[src/rtl/noc_pkg.sv]
// Shared NoC router definitions: flit layout and merge-stage arbiter states.
package noc_pkg;

    localparam int FLIT_W   = 9;
    localparam int TAIL_BIT = FLIT_W - 1;

    typedef logic [FLIT_W-1:0] flit_t;

    typedef enum logic [1:0] {
        IDLE  = 2'd0,
        LOCK0 = 2'd1,
        LOCK1 = 2'd2
    } merge_state_t;

endpackage

[src/rtl/flit_fifo2.sv]
// Two-entry synchronous FIFO; entry0 is always the head, so the head
// output is a plain register and stays stable while the FIFO is not popped.
module flit_fifo2 #(
    parameter int W = 9
) (
    input  logic         clk,
    input  logic         reset,
    input  logic         enq,
    input  logic [W-1:0] enq_data,
    input  logic         deq,
    output logic [W-1:0] head_data,
    output logic         valid,
    output logic [1:0]   count
);

    logic [W-1:0] entry0;
    logic [W-1:0] entry1;
    logic         enq_ok;
    logic         deq_ok;

    // Requests that would overflow or underflow are ignored.
    assign enq_ok = enq && (count != 2'd2);
    assign deq_ok = deq && (count != 2'd0);

    always_ff @(posedge clk) begin
        if (reset) begin
            entry0 <= '0;
            entry1 <= '0;
            count  <= 2'd0;
        end else begin
            case ({enq_ok, deq_ok})
                2'b10: begin
                    if (count == 2'd0) entry0 <= enq_data;
                    else               entry1 <= enq_data;
                    count <= count + 2'd1;
                end
                2'b01: begin
                    entry0 <= entry1;
                    count  <= count - 2'd1;
                end
                // Simultaneous push and pop: occupancy unchanged, new flit lands behind the survivor.
                2'b11: begin
                    if (count == 2'd1) begin
                        entry0 <= enq_data;
                    end else begin
                        entry0 <= entry1;
                        entry1 <= enq_data;
                    end
                end
                default: ;
            endcase
        end
    end

    assign head_data = entry0;
    assign valid     = (count != 2'd0);

endmodule

[src/rtl/merge21_arbiter.sv]
// 2-to-1 packet merge stage: round-robin arbitration at packet granularity
// feeding a 2-entry output FIFO; packets from the two inputs never interleave.
module merge21_arbiter
    import noc_pkg::*;
#(
    parameter int W     = FLIT_W,
    parameter int CNT_W = 16
) (
    input  logic             clk,
    input  logic             reset,
    input  logic [W-1:0]     in0_data,
    input  logic             in0_valid,
    output logic             in0_ready,
    input  logic [W-1:0]     in1_data,
    input  logic             in1_valid,
    output logic             in1_ready,
    output logic [W-1:0]     out_data,
    output logic             out_valid,
    input  logic             out_ready,
    output logic [CNT_W-1:0] pkt_count,
    output logic             busy
);

    merge_state_t state_q;
    merge_state_t state_d;
    logic         prio_q;
    logic         prio_d;
    logic [1:0]   fifo_count;
    logic         fifo_room;
    logic         accept0;
    logic         accept1;
    logic         enq;
    logic [W-1:0] enq_data;
    logic         deq;

    always_ff @(posedge clk) begin
        if (reset) begin
            state_q <= IDLE;
            prio_q  <= 1'b0;
        end else begin
            state_q <= state_d;
            prio_q  <= prio_d;
        end
    end

    // A tail flit releases the lock and hands priority to the other channel.
    always_comb begin
        state_d = state_q;
        prio_d  = prio_q;
        if (accept0) begin
            if (in0_data[W-1]) begin
                state_d = IDLE;
                prio_d  = 1'b1;
            end else begin
                state_d = LOCK0;
            end
        end else if (accept1) begin
            if (in1_data[W-1]) begin
                state_d = IDLE;
                prio_d  = 1'b0;
            end else begin
                state_d = LOCK1;
            end
        end
    end

    // Ready never looks at out_ready, only at local FIFO occupancy.
    always_comb begin
        in0_ready = 1'b0;
        in1_ready = 1'b0;
        if (!reset) begin
            case (state_q)
                IDLE: begin
                    if (in0_valid && (!in1_valid || !prio_q)) in0_ready = fifo_room;
                    else if (in1_valid)                       in1_ready = fifo_room;
                end
                LOCK0:   in0_ready = fifo_room;
                LOCK1:   in1_ready = fifo_room;
                default: ;
            endcase
        end
    end

    assign fifo_room = (fifo_count < 2'd2);
    assign accept0   = in0_valid && in0_ready;
    assign accept1   = in1_valid && in1_ready;
    assign enq       = accept0 || accept1;
    assign enq_data  = accept1 ? in1_data : in0_data;
    assign deq       = out_valid && out_ready;
    assign busy      = (state_q != IDLE);

    flit_fifo2 #(.W(W)) u_fifo (
        .clk       (clk),
        .reset     (reset),
        .enq       (enq),
        .enq_data  (enq_data),
        .deq       (deq),
        .head_data (out_data),
        .valid     (out_valid),
        .count     (fifo_count)
    );

    always_ff @(posedge clk) begin
        if (reset)                        pkt_count <= '0;
        else if (deq && out_data[W-1])    pkt_count <= pkt_count + 1'b1;
    end

endmodule
[config.mk]
export PLATFORM = sky130hd
export DESIGN_NAME = merge21_arbiter
export DESIGN_NICKNAME = d
export VERILOG_FILES = /design/src/rtl/noc_pkg.sv /design/src/rtl/flit_fifo2.sv /design/src/rtl/merge21_arbiter.sv
export SDC_FILE = /design/constraint.sdc
export NUM_CORES = 1
export LEC_CHECK = 0
export BUFFER_PORTS_ARGS = -buffer_cell sky130_fd_sc_hd__buf_4
export CAP_MARGIN = 15
export CORE_MARGIN = 10
export CORE_UTILIZATION = 53
export CTS_CLUSTER_SIZE = 8
export DETAILED_ROUTE_END_ITERATION = 10
export PLACE_DENSITY = 0.88
export SLEW_MARGIN = 30
export SYNTH_ARGS = -nofsm -noshare
export SYNTH_HDL_FRONTEND = slang
export SYNTH_SLANG_ARGS = --single-unit
[constraint.sdc]
create_clock -name clk -period 3.3 [get_ports clk]
set_input_delay 0 -clock clk [delete_from_list [all_inputs] [get_ports clk]]
set_output_delay 0 -clock clk [all_outputs]
set_load 0.005 [all_outputs]
-- Word-level counts from Yosys, hierarchy flattened
Index checks and enable logic that the tools add are counted.
- memory bits (read-only): 0
- memory bits (writable): 0
- bits in latches: 0
- word-level logic and storage cells: 67
- register bits after elaboration: 39
- bits of input ports: 23
- memories kept: 0
- output and inout port bits: 29
- muxes and demuxes: 23
- $mul: 0
- bitwise operators: 0
- reductions and logical operators: 23
- add/subtract/negate cells: 3
- magnitude comparators: 1
- divide/modulo/power cells: 0
- equality and inequality tests: 11
- shift-type cells: 0
- operators by type and width (operator ; number):
    2-to-1 mux 9 bit ; 5
    one-hot mux 9 bit (3 select lines) ; 1
    one-hot mux 9 bit (2 select lines) ; 1
    adder 16 x 1 -> 16 bit, second input constant ; 1
    nonzero test 2 bit ; 6
    2-to-1 mux 1 bit ; 10
    inequality test 2 bit, second input constant ; 4
    logical AND 1 bit ; 7
    == test 2 x 1 -> 1 bit, second input constant ; 3
    == test 2 bit, second input constant ; 3
    2-to-1 mux 2 bit ; 3
    AND reduction 3 bit ; 2
    zero test 2 bit ; 2
    one-hot mux 1 bit (2 select lines) ; 2
    one-hot mux 2 bit (2 select lines) ; 1
    nonzero test 3 bit ; 1
    adder 2 x 1 -> 2 bit, second input constant ; 1
    zero test 1 bit ; 2
    logical OR 1 bit ; 2
    < comparator 2 bit, second input constant ; 1
    inequality test 2 x 1 -> 1 bit, second input constant ; 1
    AND reduction 2 bit ; 1
    subtractor 2 x 1 -> 2 bit, second input constant ; 1

-- Longest topological paths before layout
Gate-level depths: netlist of the first run.
- word-level depth: 12
- depth in mapped cells: 13
- mapped depth without buffers: 9

-- By module
A second synthesis of the first run with hierarchy kept.
- cells, all modules: 220
- area, all modules: 1965.6 um^2
- modules (own cells, without submodules) (module ; times used ; area each (um^2) ; cells each ; seq. area each (um^2)):
    merge21_arbiter ; 1 ; 1019.7 ; 118 ; 380.4
    flit_fifo2 ; 1 ; 945.9 ; 102 ; 400.4

-- Worst setup path before layout of the first run
No wires, ideal clock.
- path kind: register -> register
- from: reg u_fifo.count[1]
- to: reg u_fifo.entry1[7]
- arrival time: 2584 ps
- buffers on the path: 4
- period minus slack after synthesis: 2670 ps
- stages on the path, launching flop included: 14
- path slack: 630 ps
- library setup time: 86 ps
- cell sequence: dfxtp_1 > inv_1 > ha_1 > nor2b_1 > clkbuf_1 > clkbuf_1 > inv_1 > ha_1 > nand2_1 > o211a_1 > buf_1 > clkbuf_1 > nor2_1 > a211oi_1
- cells in the longest elaborated chain, start to end: 11
- elaborated cells between the ends (all ways): 28
- classes of those cells: order compare (1); eq/ne (6); mux (11); reduce/logical (10)
- RTL lines (item ; line ; RTL):
    start: declaration ; flit_fifo2.sv:13 ; output logic [1:0] count
    start signal: assignment ; flit_fifo2.sv:35 ; count <= count + 2'd1;
    start signal: assignment ; flit_fifo2.sv:39 ; count <= count - 2'd1;
    < comparator 2 bit ; merge21_arbiter.sv:84 ; assign fifo_room = (fifo_count < 2'd2);
    2-to-1 mux 1 bit ; merge21_arbiter.sv:75 ; else if (in1_valid) in1_ready = fifo_room;
    2-to-1 mux 1 bit ; merge21_arbiter.sv:74 ; if (in0_valid && (!in1_valid || !prio_q)) in0_ready = fifo_room;
    one-hot mux 1 bit (2 select lines) ; merge21_arbiter.sv:72 ; case (state_q)
    2-to-1 mux 1 bit ; merge21_arbiter.sv:71 ; if (!reset) begin
    logical AND 1 bit ; merge21_arbiter.sv:86 ; assign accept1 = in1_valid && in1_ready;
    logical OR 1 bit ; merge21_arbiter.sv:87 ; assign enq = accept0 || accept1;
    logical AND 1 bit ; flit_fifo2.sv:22 ; assign enq_ok = enq && (count != 2'd2);
    == test 2 bit ; flit_fifo2.sv:31 ; case ({enq_ok, deq_ok})
    inequality test 2 bit (no line) / nonzero test 2 bit (equally long branches) ; -- ;
    AND reduction 3 bit (no line) ; -- ;
    end signal: assignment ; flit_fifo2.sv:34 ; else entry1 <= enq_data;
    end signal: assignment ; flit_fifo2.sv:47 ; entry1 <= enq_data;
    end: declaration ; flit_fifo2.sv:17 ; logic [W-1:0] entry1;
Several ways; a longest one is shown, not always the timed one. The select of a mux whose other input is x is not followed.
A chain may end at the register's enable or synchronous reset.

-- Final worst setup path of the first run
- from: reg prio_q
- to: reg u_fifo.entry1[5]
- cells in the longest elaborated chain, start to end: 12
- elaborated cells between the ends (all ways): 23
- classes of those cells: eq/ne (4); mux (10); reduce/logical (9)
- RTL lines (item ; line ; RTL):
    start: declaration ; merge21_arbiter.sv:26 ; logic prio_q;
    start signal: assignment ; merge21_arbiter.sv:42 ; prio_q <= prio_d;
    zero test 1 bit (*) ; merge21_arbiter.sv:74 ;
    logical OR 1 bit (*) ; merge21_arbiter.sv:74 ;
    logical AND 1 bit (*) ; merge21_arbiter.sv:74 ;
    2-to-1 mux 1 bit ; merge21_arbiter.sv:74 ;
    one-hot mux 1 bit (2 select lines) ; merge21_arbiter.sv:72 ;
    2-to-1 mux 1 bit ; merge21_arbiter.sv:71 ;
    logical AND 1 bit (on tied branches) ; merge21_arbiter.sv:85, merge21_arbiter.sv:86 ;
    logical OR 1 bit ; merge21_arbiter.sv:87 ;
    logical AND 1 bit ; flit_fifo2.sv:22 ;
    == test 2 bit ; flit_fifo2.sv:31 ;
    inequality test 2 bit (no line) / nonzero test 2 bit (equally long branches) ; -- ;
    AND reduction 3 bit (no line) ; -- ;
Mark *: on every way between the ends. The rest lies on a longest branch, timed or not. The select of a mux whose other input is x is not followed.

==> summary.txt, run 1 <==
Outcome
  – Status: finished, final reports clean

Logic synthesis
  – Post-synthesis sequential area ratio: 36.4%
  – Synth Area in Adders: 4.08%
  – Post-synthesis mux area share: 1.57%
  – Main combinational cell family by area after synthesis: simple AND/OR/NAND/NOR gates
  – Synth Flop Type: dfxtp_1
  – Syn. warnings: 0
  – Number of flops mapped to enable cells by yosys: 0
  – Simple-Gate Fraction of Synth Area: 29.8%
  – Post-Syn Area per Cell: 8.52 µm²
  – Syn Inst Count: 252
  – XOR/XNOR Fraction of Synth Area: 4.49%
  – Mapped cell area: 2150 µm²
  – Syn nets: 282
  – Seq cells post-synth: 39
  – Async set-reset flop share out of synthesis: 0%
  – Post-synth cell types: 47
  – Compound-cell area share of the yosys netlist: 18.7%

Critical path
  – Worst path slowest cell: o211a_1
  – CP most frequent cell: nor2_1
  – CP bufs+invs: 1
  – Crit Path Class: register to register
  – CP cell instances: or3b_1, buf_4, and2_2, nor2_1, nor2_1, ha_1, nand2_1, o211a_1, nor2_1, a211oi_1
  – Crit path DAT: 2.76 ns
  – Worst path required time: 3.51 ns
  – Critical path's largest stage delay: 0.50 ns
  – CP max FO: 19
  – R2r endpoint: u_fifo.entry1[5]$_SDFFE_PP0P_
  – CP Launch Point: prio_q$_SDFFE_PP0P_
  – Startpoint types: register
  – Critical Path Sink Type: register
  – CP top delay family: simple AND/OR/NAND/NOR gates
  – Flop2flop setup slack: 0.75 ns
  – Launch point of the worst reg-to-reg path: prio_q$_SDFFE_PP0P_
  – Worst Reg2Reg Path Length in Cells: 10

Pwr
  – Int Power: 1070 µW
  – Psw: 537 µW
  – P per Cell Area: 606 nW/µm²
  – Sw frac: 33.4%
  – Sequential Power Share: 40.4%
  – Combinational power share: 34.6%
  – Clock share of power: 25.0%
  – LEAKAGE: 0.00111 µW
  – Maximum VDD drop: 0.339 mV

Timing
  – Slew headroom: 64.6%
  – Setup TNS: 0 ns
  – Final Setup Violations: 0
  – Min Tclk post-route: 2.55 ns
  – Fin. Hold Viols: 0
  – Fmax: 0.393 GHz
  – Tightest Pin Transition: 0.526 ns
  – Layout Skew: 0.00679 ns
  – Period utilization: 77.2%
  – RSZ-0062 raised after global routing: no
  – Pins over their slew limit: 0

Detailed routing
  – Avg WL per Cell: 14.1 µm
  – First drt pass iteration count: 4
  – Drt total wl: 4.95 mm
  – Antenna Nets Post-Route: 0
  – DRC errors left: 0
  – Drt via density: 5.45
  – Via count: 1909
  – Initial DRC count: 79

Layout
  – Antenna fix cells: 0
  – Seq. cell area: 781 µm²
  – Commonest non-fill, non-tap cell in the layout: buf_4
  – Most frequent cells in the layout: buf_4 (54), nor2_1 (40), dfxtp_1 (39)
  – Layout fillers: 354
  – Final Cell Area: 2650 µm²
  – Finished Layout Cells: 350
  – Fraction of layout cells with a size suffix above 1: 30.7%
  – Area of the multi-input gates: 1260 µm²
  – Synth-to-Final Area Change: 23.6%
  – Post-layout nets: 329
  – Core Util, Final: 66.8%

Global routing
  – Maximum number of pins on one net before global-route repair: 49
  – GRT Overall Usage: 14.5%
  – Initial antenna violation count: 0
  – Remaining Overflow, GRT: 0
  – Vias in the first global route: 1880
  – First-pass GRT wire length: 8.67 mm

Placed design
  – Placed Area: 2530 µm²
  – IO Port Bufs: 51
  – DP HPWL: 3.72 mm
  – Placed Instances: 341
  – Routability cong.: 0.810

Die
  – CORE AREA: 3970 µm²
  – Die height: 83.6 µm
  – Initial core utilization: 54.1%
  – Die area: 7000 µm²
  – I/O pins: 52
  – Site Rows: 23
  – Die X: 83.6 µm

Clocking
  – Cts bufs inserted: 5
  – Clk slew on worst S/H paths: 0.08 ns
  – Clock Tree Buf Depth: 2
  – Sink Count: 39
  – Clk_lat worst skew: 0.30 ns
  – H-tree levels: 2
  – Clock root buffer: clkbuf_8
  – CTS tree: yes

Min path
  – Hold endpoint: prio_q$_SDFFE_PP0P_
  – Worst hold start: in1_data[8]
  – Hold Path Class: input port to register
  – Hold Crit Depth: 4

Flow run
  – Max_cap viols: 0
## timing repair
| action | 4_1_cts | 5_1_grt |
|---|---|---|
| gates resized for setup | 0 | 0 |
| buffers inserted | 0 | 0 |
| hold buffers | 1 | 0 |
| hold endpoints to repair | 2 | 0 |
## worst max-delay path by stage
stage                                          to  slack, ns  depth (start not counted)
floorplan           u_fifo.entry1[7]$_SDFFE_PP0P_       0.63                         13
global placement    u_fifo.entry1[4]$_SDFFE_PP0P_       0.84                         10
detailed placement  u_fifo.entry1[3]$_SDFFE_PP0P_       0.72                         10
CTS                 u_fifo.entry1[8]$_SDFFE_PP0P_       0.72                          9
global route        u_fifo.entry1[4]$_SDFFE_PP0P_       0.38                          9
finish              u_fifo.entry1[5]$_SDFFE_PP0P_       0.75                         10
## registers in the layout (all words and copies together), names as in the netlist
name / flops
prio_q: 1
pkt_count: 16
u_fifo.head_data: 9
state_q: 2
u_fifo.entry1: 9
u_fifo.count: 2
## synthesized netlist by cell type, types with 3 or more instances
cell	n	area share (%)
o21ai_0	7	1.6
ha_1	7	4.1
buf_2	4	0.93
dfxtp_1	39	36
a21boi_1	4	1.4
inv_1	6	1.0
nor4_1	5	1.5
xor2_1	8	3.3
nand3_1	8	1.9
a21boi_2	5	2.6
clkbuf_1	6	1.0
mux2_2	3	1.6
and3_2	9	3.1
a311oi_1	6	2.4
nand2_1	19	3.3
nand4_1	4	1.2
buf_6	3	1.6
nor2_1	40	7.0
a211oi_1	11	3.8
nor2b_1	4	1.2
nor3_1	12	2.8
a21oi_1	6	1.4
a311oi_2	3	2.1
o21ai_1	4	0.93
xnor2_1	3	1.2
## through the flow
stage	hold WS (ns)	setup slack, ns	total power (µW)
finish	0.0249	0.754	1610
detailed placement	0.205	0.724	1220
global placement	0.202	0.842	1210
floorplan	0.0956	0.630	1030
CTS	0.0148	0.722	1630
global route	0.0668	0.384	1730
## layout make-up
class                      instances  share of cell area, %
clock buffer                       5                   2.59
clock inverter                     3                   1.65
inverter                           6                  0.849
multi-input combinational        192                   47.5
sequential                        39                   29.4
tap                               50                   2.36
timing repair buffer              55                   15.7
## cell families (layout without fill, tap and decap cells)
kind of cell	after synthesis	in the layout
mux	3	3
buf+inv	21	69
xor+xnor	11	11
simple gates	120	120
fa+ha+maj	7	7
flops	39	39
compound gates	51	51
## power by group through the flow
stage | combinational (µW) | clock, µW | sequential [µW]
final | 556 | 401 | 650
after global routing | 632 | 436 | 663
after CTS | 567 | 416 | 650
after detailed placement | 564 | 0 | 658
after global placement | 550 | 0 | 655
after floorplan | 387 | 0 | 646
## worst min-delay path, delay by kind of cell
family,cells,cell delay [ns]
buf+inv,1,0.11
compound gates,1,0.05
simple gates,2,0.12
## per-layer routing
metal	track usage, %	wire length, µm	up-vias
li1	-	-	985
met1	16.4	2170	864
met2	23.5	2330	51
met3	5.96	385	9
met4	5.63	66	0
met5	0	0	-
Power figures use the tool's default switching activity.
==> run 2: changes to the inputs <==
CORE_UTILIZATION = 48   (was 53)
PLACE_DENSITY = 0.85   (was 0.88)
clock period = 2 ns   (was 3.3 ns; I/O delays follow)
==> run 2 against run 1 <==
  * The run now ends with negative setup slack left
  * Critical path type unchanged
  * Clock skew up 0.0020 ns
  * Register-to-register slack worse by 0.92 ns
  * First-iteration DRC count up 52%
  * Die area up 7.9%
  * Sequential share of layout area down 3.9 points
  * Combinational power up 150%
  * Via count up 14%
  * Highest routed layer unchanged
  * Count of clock-buffer cells in the layout up 1
  * Non-clock buffer count up 22
  * Clock power up 72%
==> summary.txt, run 2 (synthesized netlist as in run 1, its figures left out) <==
Outcome
  – Status: finished with violations
  – Failing checks: negative setup slack

Timing
  – Final Setup Violations: 18
  – RSZ-0062 raised after global routing: yes
  – Period utilization: 108%
  – Fmax: 0.462 GHz
  – PnR worst setup slack: -0.164 ns
  – Min Tclk post-route: 2.16 ns
  – Layout Skew: 0.00874 ns
  – Pins over their slew limit: 0
  – Fin. Hold Viols: 0
  – Tightest Pin Transition: 0.527 ns
  – Setup TNS: -1.76 ns
  – Slew headroom: 64.8%

Placed design
  – Routability cong.: 0.820
  – DP HPWL: 4.08 mm
  – Placed Instances: 359
  – IO Port Bufs: 51

Die
  – CORE AREA: 4350 µm²
  – Die X: 86.9 µm
  – Die area: 7550 µm²
  – Initial core utilization: 49.3%
  – I/O pins: 52
  – Die height: 86.9 µm
  – Site Rows: 24

Global routing
  – Vias in the first global route: 2160
  – Remaining Overflow, GRT: 0
  – Maximum number of pins on one net before global-route repair: 47
  – First-pass GRT wire length: 9.91 mm
  – Initial antenna violation count: 0
  – GRT Overall Usage: 15.8%

Layout
  – Commonest non-fill, non-tap cell in the layout: buf_4
  – Most flop-heavy register: pkt_count
  – Fraction of layout cells with a size suffix above 1: 45.7%
  – Finished Layout Cells: 374
  – Most frequent cells in the layout: buf_4 (71), nor2_1 (36), dfxtp_1 (35)
  – Antenna fix cells: 0
  – Post-layout nets: 351
  – Synth-to-Final Area Change: 44.2%
  – Number of flip-flops under the largest register name: 16

Pwr
  – Sequential Power Share: 35.0%
  – Maximum VDD drop: 0.705 mV
  – Sw frac: 34.9%
  – LEAKAGE: 0.00130 µW
  – Psw: 1100 µW
  – Combinational power share: 43.2%
  – Clock share of power: 21.8%
  – Int Power: 2060 µW
  – P per Cell Area: 1020 nW/µm²

Critical path
  – Crit path DAT: 2.38 ns
  – CP bufs+invs: 1
  – Worst path required time: 2.22 ns
  – Critical Path Sink Type: register
  – CP most frequent cell: nor2_4
  – Startpoint types: register
  – CP cell instances: or3b_4, and2_4, nor2_4, nor2_4, ha_4, nand2_1, o211a_4, buf_12, nor2_1, a211oi_1
  – Worst path slowest cell: or3b_4
  – Critical path's largest stage delay: 0.39 ns
  – CP top delay family: simple AND/OR/NAND/NOR gates
  – CP max FO: 9
  – Crit Path Class: register to register

Detailed routing
  – Antenna Nets Post-Route: 0
  – Via count: 2167
  – DRC errors left: 0
  – Initial DRC count: 120
  – Drt total wl: 6.41 mm
  – First drt pass iteration count: 4
  – Drt via density: 5.79
  – Avg WL per Cell: 17.1 µm

Clocking
  – Clock Tree Buf Depth: 2
  – Clock root buffer: clkbuf_8
  – H-tree levels: 2
  – Cts bufs inserted: 5
  – CTS tree: yes
  – Sink Count: 39
  – Clk slew on worst S/H paths: 0.08 ns
  – Clk_lat worst skew: 0.30 ns

Min path
  – Hold Path Class: input port to register

Flow run
  – Max_cap viols: 0
-- run 2: cell count changes in the layout (fill, tap and decap cells not counted), sizes merged --
cell | before | now
clkinv | 2 | 1
buf | 54 | 75
clkbuf | 5 | 7
-- run 2: timing repair --
action,4_1_cts,5_1_grt
pin swaps,7,8
setup buffers,3,1
hold endpoints to repair,2,0
endpoints found under the setup margin,19,22
cloned,1,1
resized for setup,14,24
hold buffers,1,0
-- run 2: layout make-up --
class / count / area, µm²
Multi-Input combinational cell: 192 / 1460
Fill cell: 337 / 1260
Sequential cell: 39 / 791
Timing Repair Buffer: 77 / 638
Clock buffer: 6 / 82.6
Tap cell: 52 / 65.1
Clock inverter: 2 / 35.0
Inverter: 6 / 22.5
-- run 2: path summary, 6_finish.rpt --
check | start | endpoint | slack (ns) | cells after the start
setup reg to reg | state_q[1]$_SDFFE_PP0P_ | u_fifo.entry1[1]$_SDFFE_PP0P_ | -0.16 | 10
hold reg to reg | u_fifo.entry1[3]$_SDFFE_PP0P_ | u_fifo.entry1[3]$_SDFFE_PP0P_ | 0.50 | 2
setup / recovery | state_q[1]$_SDFFE_PP0P_ | u_fifo.entry1[1]$_SDFFE_PP0P_ | -0.16 | 10
hold / removal | in1_data[8] | prio_q$_SDFFE_PP0P_ | 0.03 | 4
-- run 2: metrics by stage --
step	cell area, µm²	hold WS (ns)	worst slack, ns	util, %	power [µW]
floorplan	2230	0.0956	-0.160	-	1780
global placement	2720	0.206	-0.0230	62.4	2120
detailed placement	2720	0.211	-0.137	62.4	2160
CTS	2950	0.0281	-0.0449	67.6	2970
global route	3100	0.0759	-0.227	71.1	3330
finish	3100	0.0338	-0.164	71.1	3170
-- run 2: routing by layer --
metal  vias to the layer above  track usage, %  wire, µm
met4                         0            5.45        71
li1                       1038               -         -
met2                       104            25.9      3240
met5                         -               0         0
met1                      1013            17.7      2490
met3                        12            6.93       615
-- run 2: power by group through the flow --
stage | logic [µW] | clock network, µW | registers, µW
after CTS | 1190 | 700 | 1080
final | 1370 | 691 | 1110
after global placement | 1040 | 0 | 1080
after detailed placement | 1070 | 0 | 1090
after floorplan | 703 | 0 | 1080
after global routing | 1470 | 732 | 1120
-- run 2: worst register-to-register path: cells and delay by family (launching register included) --
kind | cells | cell delay [ns]
adder cells (fa/ha/maj) | 1 | 0.17
buffers and inverters | 1 | 0.15
flip-flops | 1 | 0.33
AO/OA/AOI/OAI | 2 | 0.47
AND/OR/NAND/NOR | 6 | 0.95
